**src/rtl/button_conditioner.sv**
```systemverilog
`default_nettype none
// ============================================================================
//  Module   : button_conditioner
//  Purpose  : Five independent pushbutton channels. Each channel synchronises
//             its raw input, debounces it to a clean level, and emits one-cycle
//             strobes on press (and, optionally, auto-repeat while held).
//  Options  : define BTN_AUTOREPEAT_EN to compile in the DELAY/REPEAT hold
//             machine and its counter; otherwise a press gives exactly one
//             strobe and the RPT_* parameters have no effect.
//  Revision : 1.0 - initial release
// ============================================================================

// ----------------------------------------------------------------------------
//  button_conditioner_chan : one synchroniser + debouncer + hold machine
// ----------------------------------------------------------------------------
module button_conditioner_chan #(
    parameter int DEB_CYCLES = 1_000_000,
    parameter int RPT_DELAY  = 50_000_000,
    parameter int RPT_PERIOD = 10_000_000
) (
    input  logic clk,
    input  logic rst_n,
    input  logic i_raw,
    output logic o_level,
    output logic o_pulse
);

    localparam int                 c_DEB_W    = (DEB_CYCLES > 1) ? $clog2(DEB_CYCLES) : 1;
    localparam logic [c_DEB_W-1:0] c_DEB_LAST = c_DEB_W'(DEB_CYCLES - 1);

    logic               r_meta;
    logic               r_sync;
    logic               r_deb;
    logic [c_DEB_W-1:0] r_deb_cnt;
    logic               r_level;
    logic               r_pulse;
    logic               w_rise;
    logic               w_pulse_nxt;

    // Two-flop synchroniser; only the second stage feeds the debouncer.
    always_ff @(posedge clk or negedge rst_n) begin
        if (!rst_n) begin
            r_meta <= 1'b0;
            r_sync <= 1'b0;
        end else begin
            r_meta <= i_raw;
            r_sync <= r_meta;
        end
    end

    // Debounce: count consecutive cycles of disagreement, flip the level at terminal count.
    // The counter stops at its terminal value (it clears on the flip), so it never wraps.
    always_ff @(posedge clk or negedge rst_n) begin
        if (!rst_n) begin
            r_deb     <= 1'b0;
            r_deb_cnt <= '0;
        end else if (r_sync == r_deb) begin
            r_deb_cnt <= '0;
        end else if (r_deb_cnt == c_DEB_LAST) begin
            r_deb     <= ~r_deb;
            r_deb_cnt <= '0;
        end else begin
            r_deb_cnt <= r_deb_cnt + 1'b1;
        end
    end

    // The registered level lags the debouncer by one cycle, so the rising edge of the
    // debouncer is visible here and the press strobe lines up with the level going high.
    assign w_rise = r_deb & ~r_level;

`ifdef BTN_AUTOREPEAT_EN
    localparam int                  c_HOLD_TOP    = (RPT_DELAY > RPT_PERIOD) ? RPT_DELAY : RPT_PERIOD;
    localparam int                  c_HOLD_W      = (c_HOLD_TOP > 1) ? $clog2(c_HOLD_TOP) : 1;
    localparam logic [c_HOLD_W-1:0] c_DELAY_LAST  = c_HOLD_W'(RPT_DELAY - 1);
    localparam logic [c_HOLD_W-1:0] c_PERIOD_LAST = c_HOLD_W'(RPT_PERIOD - 1);
    localparam logic [c_HOLD_W-1:0] c_HOLD_SAT    = '1;

    localparam logic [1:0] c_ST_IDLE   = 2'd0;
    localparam logic [1:0] c_ST_DELAY  = 2'd1;
    localparam logic [1:0] c_ST_REPEAT = 2'd2;

    logic [1:0]          r_state;
    logic [1:0]          w_state_nxt;
    logic [c_HOLD_W-1:0] r_hold_cnt;
    logic [c_HOLD_W-1:0] w_hold_cnt_nxt;
    logic [c_HOLD_W-1:0] w_hold_cnt_inc;

    // Saturating increment of the hold counter.
    assign w_hold_cnt_inc = (r_hold_cnt == c_HOLD_SAT) ? r_hold_cnt : r_hold_cnt + 1'b1;

    // Hold-machine state and counter registers.
    always_ff @(posedge clk or negedge rst_n) begin
        if (!rst_n) begin
            r_state    <= c_ST_IDLE;
            r_hold_cnt <= '0;
        end else begin
            r_state    <= w_state_nxt;
            r_hold_cnt <= w_hold_cnt_nxt;
        end
    end

    // Hold machine: strobe on press, after the initial delay, then every period.
    // A released debounced level always returns to IDLE silently.
    always_comb begin
        w_state_nxt    = r_state;
        w_hold_cnt_nxt = r_hold_cnt;
        w_pulse_nxt    = 1'b0;
        if (!r_deb) begin
            w_state_nxt    = c_ST_IDLE;
            w_hold_cnt_nxt = '0;
        end else begin
            case (r_state)
                c_ST_IDLE: begin
                    w_hold_cnt_nxt = '0;
                    if (w_rise) begin
                        w_state_nxt = c_ST_DELAY;
                        w_pulse_nxt = 1'b1;
                    end
                end
                c_ST_DELAY: begin
                    if (r_hold_cnt == c_DELAY_LAST) begin
                        w_state_nxt    = c_ST_REPEAT;
                        w_hold_cnt_nxt = '0;
                        w_pulse_nxt    = 1'b1;
                    end else begin
                        w_hold_cnt_nxt = w_hold_cnt_inc;
                    end
                end
                c_ST_REPEAT: begin
                    if (r_hold_cnt == c_PERIOD_LAST) begin
                        w_hold_cnt_nxt = '0;
                        w_pulse_nxt    = 1'b1;
                    end else begin
                        w_hold_cnt_nxt = w_hold_cnt_inc;
                    end
                end
                default: begin
                    w_state_nxt    = c_ST_IDLE;
                    w_hold_cnt_nxt = '0;
                end
            endcase
        end
    end
`else
    logic w_rpt_unused;

    // Without auto-repeat the strobe is just the press edge; the repeat timing
    // parameters are tied off here so they are visibly intentionally unused.
    assign w_pulse_nxt  = w_rise;
    assign w_rpt_unused = (RPT_DELAY > 0) ^ (RPT_PERIOD > 0);
`endif

    // Output registers: debounced level and one-cycle strobe.
    always_ff @(posedge clk or negedge rst_n) begin
        if (!rst_n) begin
            r_level <= 1'b0;
            r_pulse <= 1'b0;
        end else begin
            r_level <= r_deb;
            r_pulse <= w_pulse_nxt;
        end
    end

    assign o_level = r_level;
    assign o_pulse = r_pulse;

endmodule

// ----------------------------------------------------------------------------
//  button_conditioner : five identical channels, {btnD,btnR,btnL,btnU,btnC}
// ----------------------------------------------------------------------------
module button_conditioner #(
    parameter int DEB_CYCLES = 1_000_000,
    parameter int RPT_DELAY  = 50_000_000,
    parameter int RPT_PERIOD = 10_000_000
) (
    input  logic       clk,
    input  logic       rst_n,
    input  logic [4:0] btn_raw,
    output logic [4:0] btn_level,
    output logic [4:0] btn_pulse
);

    localparam int c_NUM_BTN = 5;

    genvar gi;
    generate
        for (gi = 0; gi < c_NUM_BTN; gi++) begin : g_chan
            button_conditioner_chan #(
                .DEB_CYCLES (DEB_CYCLES),
                .RPT_DELAY  (RPT_DELAY),
                .RPT_PERIOD (RPT_PERIOD)
            ) u_chan (
                .clk     (clk),
                .rst_n   (rst_n),
                .i_raw   (btn_raw[gi]),
                .o_level (btn_level[gi]),
                .o_pulse (btn_pulse[gi])
            );
        end
    endgenerate

endmodule

`default_nettype wire

```
**config.mk**
```make
export PLATFORM = sky130hd
export DESIGN_NAME = button_conditioner
export DESIGN_NICKNAME = d
export VERILOG_FILES = /design/src/rtl/button_conditioner.sv
export SDC_FILE = /design/constraint.sdc
export NUM_CORES = 1
export LEC_CHECK = 0
export ABC_AREA = 1
export CAP_MARGIN = 0
export CORE_MARGIN = 3
export CORE_UTILIZATION = 35
export CTS_BUF_LIST = sky130_fd_sc_hd__clkbuf_4 sky130_fd_sc_hd__clkbuf_8
export DETAILED_ROUTE_END_ITERATION = 12
export HOLD_SLACK_MARGIN = 0.02
export PLACE_DENSITY_LB_ADDON = 0.12
export SYNTH_ARGS = -nofsm -noshare
export SYNTH_HDL_FRONTEND = slang
export SYNTH_HIERARCHICAL = 1
export SYNTH_SLANG_ARGS = --single-unit
export TNS_END_PERCENT = 5
```
**constraint.sdc**
```tcl
create_clock -name clk -period 1.4 [get_ports clk]
set_input_delay 0.21 -clock clk [delete_from_list [all_inputs] [get_ports clk]]
set_output_delay 0.21 -clock clk [all_outputs]
set_load 0.01 [all_outputs]
```
==> results of run 1 <==
[layout make-up]
| type | count | area, um2 |
|---|---|---|
| repair buffers | 62 | 563 |
| clock inverters | 11 | 166 |
| clock buffers | 20 | 269 |
| fillers | 1753 | 9890 |
| inverters | 80 | 300 |
| multi-input cells | 615 | 3590 |
| flip-flops and latches | 125 | 3130 |
| well taps | 229 | 287 |
[registers in the layout, indices dropped and copies added (netlist names)]
register                 flops
g_chan.u_chan/o_level        5
g_chan.u_chan/o_pulse        5
g_chan.u_chan/r_deb          5
g_chan.u_chan/r_deb_cnt    100
g_chan.u_chan/r_meta         5
g_chan.u_chan/r_sync         5
[cells by family (layout without fill, tap and decap cells)]
kind of cell	after synthesis	count (layout)	synth area share
simple gates	525	525	0.372
fa+ha+maj	5	5	0.00949
buf+inv	80	173	0.0455
compound gates	35	35	0.0266
xor+xnor	50	50	0.0721
flops	125	125	0.474
[worst register-to-register path, stage by stage, from the launching register on]
cell and delay [ns]:
dfrtp_1 0.39, ha_4 0.17, nand2_2 0.08, nor2_4 0.15, nand2_4 0.08, nor2_4 0.15, nor3b_4 0.20, nor2_1 0.06
[synthesized netlist by cell type (all sizes together)]
| library cell | count |
|---|---|
| xor2 | 40 |
| dfrtp | 125 |
| nor2 | 250 |
| nor3 | 15 |
| nor3b | 10 |
| nand4 | 20 |
| nand3 | 65 |
| a21oi | 15 |
| nand2 | 155 |
| ha | 5 |
| nand3b | 5 |
| or2 | 5 |
| xnor2 | 10 |
| inv | 80 |
| o21ai | 20 |
[power by group]
part           leakage, uW  total [uW]  internal [uW]  switching (uW)
registers          0.00170        3710           3660            50.6
clock network     0.000214        3470           2040            1440
logic              0.00166         336            136             201
total              0.00358        7520           5830            1690
[cell usage in the layout (no fill, tap or decap), types with 11 or more instances in the layout]
cell type / Yosys / final
a21oi_1: 15 / 15
buf_4: 0 / 39
clkbuf_8: 0 / 19
dfrtp_1: 125 / 120
inv_1: 75 / 72
nand2_1: 130 / 118
nand2_2: 25 / 26
nand2_4: 0 / 11
nand3_1: 60 / 44
nand3_2: 5 / 17
nand4_1: 20 / 20
nor2_1: 200 / 190
nor2_2: 45 / 35
nor2_4: 5 / 25
xor2_1: 35 / 35
[layer usage]
metal | vias up | share of wire
li1 | 2760 | -
met1 | 2586 | 0.48
met4 | 0 | 0.011
met5 | - | 0
met2 | 98 | 0.47
met3 | 15 | 0.036
[metrics by stage]
stage                     worst slack, ns   util  total power (uW)  hold slack [ns]
final                              0.0119  0.457              7520            0.207
after CTS                         -0.0501  0.432              7610            0.162
after detailed placement           -0.106  0.406              4060            0.220
after floorplan                     0.133      -              3860          -0.0856
after global placement             -0.131  0.406              4050            0.215
after global routing              -0.0677  0.457              7880            0.161
[worst paths after layout]
kind | start | end | cells after the start | slack (ns)
min reg2reg | g_chan[2].u_chan/r_meta$_DFF_PN0_ | g_chan[2].u_chan/r_sync$_DFF_PN0_ | 0 | 0.35
min | btn_raw[3] | g_chan[3].u_chan/r_meta$_DFF_PN0_ | 1 | 0.21
max reg2reg | g_chan[3].u_chan/r_deb_cnt[1]$_DFF_PN0_ | g_chan[3].u_chan/r_deb_cnt[16]$_DFF_PN0_ | 7 | 0.01
min in group asynchronous | rst_n | g_chan[4].u_chan/r_deb_cnt[19]$_DFF_PN0_ | 2 | 0.28
max | g_chan[3].u_chan/r_deb_cnt[1]$_DFF_PN0_ | g_chan[3].u_chan/r_deb_cnt[16]$_DFF_PN0_ | 7 | 0.01
max in group asynchronous | rst_n | g_chan[2].u_chan/r_deb_cnt[2]$_DFF_PN0_ | 3 | 0.58
[what timing repair did]
action | CTS | global route
hold buffers | 1 | 0
resized for setup | 19 | 93
endpoints found under the hold margin | 29 | 0
setup buffers | 0 | 5
pin swaps | 0 | 39
setup endpoints to repair | 48 | 74
==> impl_metrics.env, run 1 <==
export IMPL_io_buffer_count=16
export IMPL_start_kind="flip-flop"
export IMPL_grt_max_degree=34
export IMPL_grt_pass1_vias=5420
export IMPL_critical_path_buf_inv_count=0
export IMPL_critPathMaxStageDelay_ns=0.39
export IMPL_tns_ns=0
export IMPL_setup_viol=0
export IMPL_die_height_um=143
export IMPL_synth_area_leader_cell="dfrtp_1"
export IMPL_grt_use_met1=0.208
export IMPL_cp_slowest_cell="dfrtp_1"
export IMPL_cpMostUsedCell="nor2_4"
export IMPL_gp_congestion=0.876
export IMPL_powerDensity_nw_per_um2=905
export IMPL_drt_wl_total_um=15100
export IMPL_grtUsageMet2=0.238
export IMPL_ys_ff_latch=125
export IMPL_numCtsBuffers=17
export IMPL_status="finished, final reports clean"
export IMPL_grt_pass1_wl_um=25400
export IMPL_avgRoutedWirePerCell_um=13.2
export IMPL_ir_worst_vdd_uv=512
export IMPL_core_area_um2=18200
export IMPL_crit_family="simple AND/OR/NAND/NOR gates"
export IMPL_diodes=0
export IMPL_yosys_area_top_type_share=0.474
export IMPL_route_detailed_drc=0
export IMPL_die_area_um2=20500
export IMPL_setup_worst_path_class="flip-flop to flip-flop"
export IMPL_cts_htree_levels=4
export IMPL_rows=49
export IMPL_period_minus_slack_ns=1.39
export IMPL_hold_violations=0
export IMPL_yosysWarnings=6
export IMPL_drt_iter0_drc=338
export IMPL_cap_violations=0
export IMPL_fmax_mhz=720
export IMPL_slew_headroom=0.664
export IMPL_placed_cells=1105
export IMPL_crit_arrival_ns=1.71
export IMPL_cp_max_fo=4
export IMPL_fin_crit_sh=0.991
export IMPL_die_width_um=143
export IMPL_end_kind="flip-flop"
export IMPL_root_buffer="clkbuf_8"
export IMPL_path_cells="ha_4, nand2_2, nor2_4, nand2_4, nor2_4, nor3b_4, nor2_1"
export IMPL_seq_area_frac_synth=0.474
export IMPL_final_area_um2=8310
export IMPL_finalClockSkew_ns=0.00698
export IMPL_placed_cell_area_um2=7400
export IMPL_first_pass_iters=7
export IMPL_clock_sinks=125
export IMPL_clkTransAtPathRegs_ns=0.07
export IMPL_grtUsageMet3=0.0378
export IMPL_holdCritPathClass="input pin to flip-flop"
export IMPL_area_growth_pct=26.1
export IMPL_overflow=0
export IMPL_tightest_slew_ns=0.504
export IMPL_hpwlAfterDp_um=10600
export IMPL_top_level_ports=17
export IMPL_vias=5459
export IMPL_synth_cell_types=23
export IMPL_nets=913
export IMPL_initial_core_util=0.362
export IMPL_grt_use_total=0.152
export IMPL_cts_tree="done"
export IMPL_syn_avg_cell_area_um2=8.04
export IMPL_worstSkewPairLatency_ns=0.43
export IMPL_maxSlewViolCount=0
export IMPL_p_leak_uw=0.00358
export IMPL_instances_no_fill=1142
export IMPL_syn_nets=832
export IMPL_layout_drive_gt1_share=0.251
export IMPL_synth_area_leaders="dfrtp_1 47%, nor2_1 11%, nand2_1 7.4%, xor2_1 4.6%, nand3_1 4.6%"
export IMPL_antenna_found_initial=0
export IMPL_netlist_area_um2=6590
export IMPL_synth_cells=820
export IMPL_ant_nets=0
export IMPL_rsz0062_at_grt="yes"
export IMPL_viasPerCell=4.78
export IMPL_worstPathRequired_ns=1.72
export IMPL_cts_buffer_depth=2
export IMPL_busiest_layer="met2"
Power figures use the tool's default switching activity.
==> inputs of run 2 (changes only) <==
--- a/config.mk
+++ b/config.mk
@@ -8,7 +8,7 @@
 export ABC_AREA = 1
 export CAP_MARGIN = 0
 export CORE_MARGIN = 3
-export CORE_UTILIZATION = 35
+export CORE_UTILIZATION = 50
 export CTS_BUF_LIST = sky130_fd_sc_hd__clkbuf_4 sky130_fd_sc_hd__clkbuf_8
 export DETAILED_ROUTE_END_ITERATION = 12
 export HOLD_SLACK_MARGIN = 0.02
==> impl_metrics.env, run 2 (synthesis gave the netlist of run 1 again) <==
export IMPL_core_area_um2=12800
export IMPL_ant_nets=0
export IMPL_placed_cell_area_um2=7170
export IMPL_die_area_um2=14600
export IMPL_tightest_slew_ns=0.410
export IMPL_cts_buffer_depth=2
export IMPL_layout_commonest_cell="nor2_1"
export IMPL_final_area_um2=7880
export IMPL_grt_use_total=0.200
export IMPL_powerDensity_nw_per_um2=870
export IMPL_die_height_um=121
export IMPL_maxSlewViolCount=0
export IMPL_cts_tree="done"
export IMPL_crit_family="simple AND/OR/NAND/NOR gates"
export IMPL_initial_core_util=0.516
export IMPL_cpMostUsedCell="nand3_1"
export IMPL_r2r_start="g_chan[1].u_chan/r_deb_cnt[1]$_DFF_PN0_"
export IMPL_worstPathRequired_ns=1.78
export IMPL_fin_crit_sh=0.991
export IMPL_area_growth_pct=19.5
export IMPL_critPathMaxStageDelay_ns=0.41
export IMPL_root_buffer="clkbuf_8"
export IMPL_period_minus_slack_ns=1.39
export IMPL_top_level_ports=17
export IMPL_rows=41
export IMPL_hpwlAfterDp_um=9770
export IMPL_crit_start="g_chan[1].u_chan/r_deb_cnt[1]$_DFF_PN0_"
export IMPL_end_kind="flip-flop"
export IMPL_gp_congestion=0.938
export IMPL_instances_no_fill=1069
export IMPL_status="finished, final reports clean"
export IMPL_drt_wl_total_um=13800
export IMPL_hold_violations=0
export IMPL_overflow=0
export IMPL_cap_violations=0
export IMPL_first_pass_iters=5
export IMPL_io_buffer_count=16
export IMPL_p_total_uw=6860
export IMPL_p_leak_uw=0.00337
export IMPL_worst_hold_slack_ns=0.153
export IMPL_setup_viol=0
export IMPL_crit_arrival_ns=1.77
export IMPL_cp_max_fo=3
export IMPL_ir_worst_vdd_uv=925
export IMPL_avgRoutedWirePerCell_um=12.9
export IMPL_nets=896
export IMPL_clock_sinks=125
export IMPL_grt_pass1_wl_um=23700
export IMPL_clkTransAtPathRegs_ns=0.07
export IMPL_critical_path_buf_inv_count=1
export IMPL_rsz0062_at_grt="yes"
export IMPL_route_detailed_drc=0
export IMPL_vias=5445
export IMPL_holdCritPathClass="input pin to asynchronous set/reset pin"
export IMPL_die_width_um=121
export IMPL_antenna_found_initial=0
export IMPL_diodes=0
export IMPL_worstSkewPairLatency_ns=0.45
export IMPL_path_cells="ha_4, nand3_2, nor2_4, buf_4, nand3_1, nand2_1, nand3_1, nor2_1"
export IMPL_setup_worst_path_class="flip-flop to flip-flop"
export IMPL_cp_slowest_cell="dfrtp_1"
export IMPL_slew_headroom=0.727
export IMPL_drt_iter0_drc=333
export IMPL_viasPerCell=5.09
export IMPL_grt_pass1_vias=5285
export IMPL_grt_max_degree=38
export IMPL_cts_htree_levels=4
export IMPL_layout_common_cells="195 x nor2_1, 124 x dfrtp_1, 120 x nand2_1"
export IMPL_start_kind="flip-flop"
export IMPL_largest_register="g_chan.u_chan/r_deb_cnt"
export IMPL_finalClockSkew_ns=0.00890
export IMPL_numCtsBuffers=17
export IMPL_layout_drive_gt1_share=0.220
export IMPL_fmax_mhz=721
export IMPL_largest_register_ffs=100
export IMPL_placed_cells=1030
-- run 2: report_power, final --
group          internal (uW)  switching (uW)  total, uW
clock network           1440            1400       2850
registers               3660            49.2       3710
logic                    116             185        301
total                   5220            1640       6860
-- run 2: layout make-up --
type / instances / area, um2
Clock buffer: 23 / 304
Tap cell: 172 / 215
Fill cell: 1110 / 4890
Inverter: 80 / 300
Multi-Input combinational cell: 615 / 3470
Timing Repair Buffer: 45 / 403
Sequential cell: 125 / 3130
Clock inverter: 9 / 62.6
-- run 2: metal layers --
| metal | track usage | share of wire | vias up |
|---|---|---|---|
| li1 | - | - | 2725 |
| met1 | 0.263 | 0.46 | 2599 |
| met2 | 0.315 | 0.49 | 95 |
| met3 | 0.0514 | 0.039 | 26 |
| met4 | 0.0822 | 0.019 | 0 |
| met5 | 0 | 0 | - |
-- run 2: path summary, 6_finish.rpt --
path / to / depth (start not counted) / slack (ns)
worst max-delay path: g_chan[1].u_chan/r_deb_cnt[14]$_DFF_PN0_ / 8 / 0.01
worst min-delay path: g_chan[4].u_chan/r_deb_cnt[8]$_DFF_PN0_ / 2 / 0.15
worst max register to register: g_chan[1].u_chan/r_deb_cnt[14]$_DFF_PN0_ / 8 / 0.01
worst min register to register: g_chan[1].u_chan/r_sync$_DFF_PN0_ / 0 / 0.35
max in group asynchronous: g_chan[3].u_chan/r_deb_cnt[8]$_DFF_PN0_ / 3 / 0.75
min in group clk: g_chan[0].u_chan/r_meta$_DFF_PN0_ / 1 / 0.20
-- run 2: through the flow --
stage	worst slack, ns	utilization	setup TNS, ns
after global routing	-0.0971	0.617	-0.762
after CTS	-0.00771	0.592	-0.0120
after global placement	-0.0635	0.561	-0.356
after detailed placement	-0.0837	0.561	-1.00
final	0.0121	0.617	0
after floorplan	0.133	-	0
-- run 2: what timing repair did --
action / in CTS / in global routing
endpoints found under the setup margin: 43 / 69
pin swaps: 0 / 24
hold endpoints to repair: 125 / 0
hold buffers: 1 / 0
buffers inserted: 0 / 6
gates resized for setup: 20 / 57
==> inputs of run 3 (changes only) <==
==> constraint.sdc (replaced) <==
create_clock -name clk -period 1.7 [get_ports clk]
set_input_delay 0.255 -clock clk [delete_from_list [all_inputs] [get_ports clk]]
set_output_delay 0.255 -clock clk [all_outputs]
set_load 0.01 [all_outputs]
==> impl_metrics.env, run 3 (synthesis gave the netlist of run 1 again) <==
export IMPL_drt_iter0_drc=363
export IMPL_hpwlAfterDp_um=9580
export IMPL_crit_arrival_ns=1.35
export IMPL_ir_worst_vdd_uv=472
export IMPL_fin_crit_sh=0.944
export IMPL_io_buffer_count=16
export IMPL_p_sw_frac=0.215
export IMPL_rsz0062_at_grt="no"
export IMPL_finalClockSkew_ns=0.00812
export IMPL_placed_cells=1012
export IMPL_clkPwrFrac=0.453
export IMPL_p_switching_uw=1280
export IMPL_critPathMaxStageDelay_ns=0.55
export IMPL_status="finished, final reports clean"
export IMPL_root_buffer="clkbuf_8"
export IMPL_die_area_um2=14600
export IMPL_layout_commonest_cell="nor2_1"
export IMPL_core_area_um2=12800
export IMPL_area_growth_pct=13.1
export IMPL_period_minus_slack_ns=1.61
export IMPL_cts_buffer_depth=2
export IMPL_vias=5238
export IMPL_initial_core_util=0.516
export IMPL_drt_wl_total_um=13100
export IMPL_tns_ns=0
export IMPL_cts_tree="done"
export IMPL_cts_htree_levels=4
export IMPL_layout_drive_gt1_share=0.153
export IMPL_clkTransAtPathRegs_ns=0.07
export IMPL_grt_use_total=0.196
export IMPL_final_area_um2=7460
export IMPL_powerDensity_nw_per_um2=795
export IMPL_worstSkewPairLatency_ns=0.44
export IMPL_grt_pass1_wl_um=23200
export IMPL_comb_power_share=0.034
export IMPL_viasPerCell=5.01
export IMPL_hold_violations=0
export IMPL_nets=872
export IMPL_p_int_uw=4650
export IMPL_cap_violations=0
export IMPL_clock_sinks=125
export IMPL_ant_nets=0
export IMPL_setup_worst_path_class="flip-flop to output pin"
export IMPL_routed_top_layer="met4"
export IMPL_largest_register_ffs=100
export IMPL_cp_max_fo=2
export IMPL_maxSlewViolCount=0
export IMPL_met1_length_um=6130
export IMPL_path_cells="clkdlybuf4s50_1"
export IMPL_crit_family="buffers and inverters"
export IMPL_placed_cell_area_um2=7020
export IMPL_p_seq_frac=0.513
export IMPL_gp_congestion=0.863
export IMPL_holdCritPathClass="input pin to flip-flop"
export IMPL_grt_max_degree=39
export IMPL_fillers=1178
export IMPL_instances_no_fill=1045
export IMPL_die_height_um=121
export IMPL_antenna_found_initial=0
export IMPL_layout_common_cells="200 x nor2_1, 128 x nand2_1, 125 x dfrtp_1"
export IMPL_fmax_mhz=623
export IMPL_largest_register="g_chan.u_chan/r_deb_cnt"
export IMPL_numCtsBuffers=17
export IMPL_slew_headroom=0.674
export IMPL_critical_path_buf_inv_count=1
export IMPL_die_width_um=121
export IMPL_final_util=0.584
export IMPL_rows=41
export IMPL_first_pass_iters=5
export IMPL_cp_slowest_cell="clkdlybuf4s50_1"
export IMPL_end_kind="output pin"
export IMPL_grt_pass1_vias=5100
export IMPL_postCtsSetupBuffers=0
export IMPL_wl_met3_um=589
export IMPL_overflow=0
export IMPL_setup_viol=0
export IMPL_p_total_uw=5930
export IMPL_top_level_ports=17
export IMPL_worstPathRequired_ns=1.44
export IMPL_wl_met2_um=6120
export IMPL_start_kind="flip-flop"
export IMPL_avgRoutedWirePerCell_um=12.5
export IMPL_tightest_slew_ns=0.489
export IMPL_p_leak_uw=0.00318
export IMPL_route_detailed_drc=0
export IMPL_diodes=0
run 3: cell types whose count changed in the layout (fill, tap and decap cells not counted), moves of 10 or more:
cell	before	now
buf_4	26	3
nor2_4	20	5
nand3_1	47	60
nand3_2	18	5
clkdlybuf4s50_1	5	15
dlygate4sd2_1	10	0
nor2_2	35	45
run 3: timing repair:
item,4_1_cts,5_1_grt
resized for setup,0,2
hold buffers,1,0
hold endpoints to repair,32,0
endpoints found under the setup margin,0,2
run 3: power by group through the flow:
| stage | Combinational [uW] | Clock [uW] | Sequential (uW) |
|---|---|---|---|
| after global routing | 235 | 2890 | 3050 |
| after detailed placement | 205 | 0 | 3100 |
| final | 200 | 2690 | 3040 |
| after floorplan | 89.8 | 0 | 3090 |
| after global placement | 200 | 0 | 3100 |
| after CTS | 208 | 2780 | 3040 |
run 3: final timing paths:
kind	startpoint	to	slack, ns	cells after the start
setup / recovery	g_chan[1].u_chan/o_level$_DFF_PN0_	btn_level[1]	0.09	1
hold / removal	btn_raw[0]	g_chan[0].u_chan/r_meta$_DFF_PN0_	0.24	1
setup reg to reg	g_chan[1].u_chan/r_deb_cnt[0]$_DFF_PN0_	g_chan[1].u_chan/r_deb$_DFFE_PN0P_	0.21	6
hold reg to reg	g_chan[1].u_chan/r_meta$_DFF_PN0_	g_chan[1].u_chan/r_sync$_DFF_PN0_	0.35	0
max in group asynchronous	rst_n	g_chan[2].u_chan/r_deb_cnt[7]$_DFF_PN0_	0.80	3
min in group asynchronous	rst_n	g_chan[4].u_chan/r_deb_cnt[12]$_DFF_PN0_	0.31	2
run 3: layer usage:
layer  global-route usage  up-vias
met5                    0        -
met4               0.0744        0
met3               0.0510       27
met2                0.311      119
met1                0.258     2422
li1                     -     2670
run 3: layout make-up:
| cell class | count | area (um2) | area share |
|---|---|---|---|
| sequential | 125 | 3130 | 0.420 |
| clock buffer | 26 | 339 | 0.0455 |
| multi-input combinational | 615 | 3170 | 0.425 |
| tap | 172 | 215 | 0.0289 |
| clock inverter | 6 | 80.1 | 0.0107 |
| inverter | 80 | 300 | 0.0403 |
| timing repair buffer | 21 | 223 | 0.0299 |
run 3: metrics by stage:
stage | setup WS, ns | hold slack [ns]
after floorplan | 0.433 | -0.0406
after global placement | 0.215 | 0.255
after detailed placement | 0.183 | 0.258
after CTS | 0.0538 | 0.214
after global routing | 0.00326 | 0.225
final | 0.0949 | 0.244
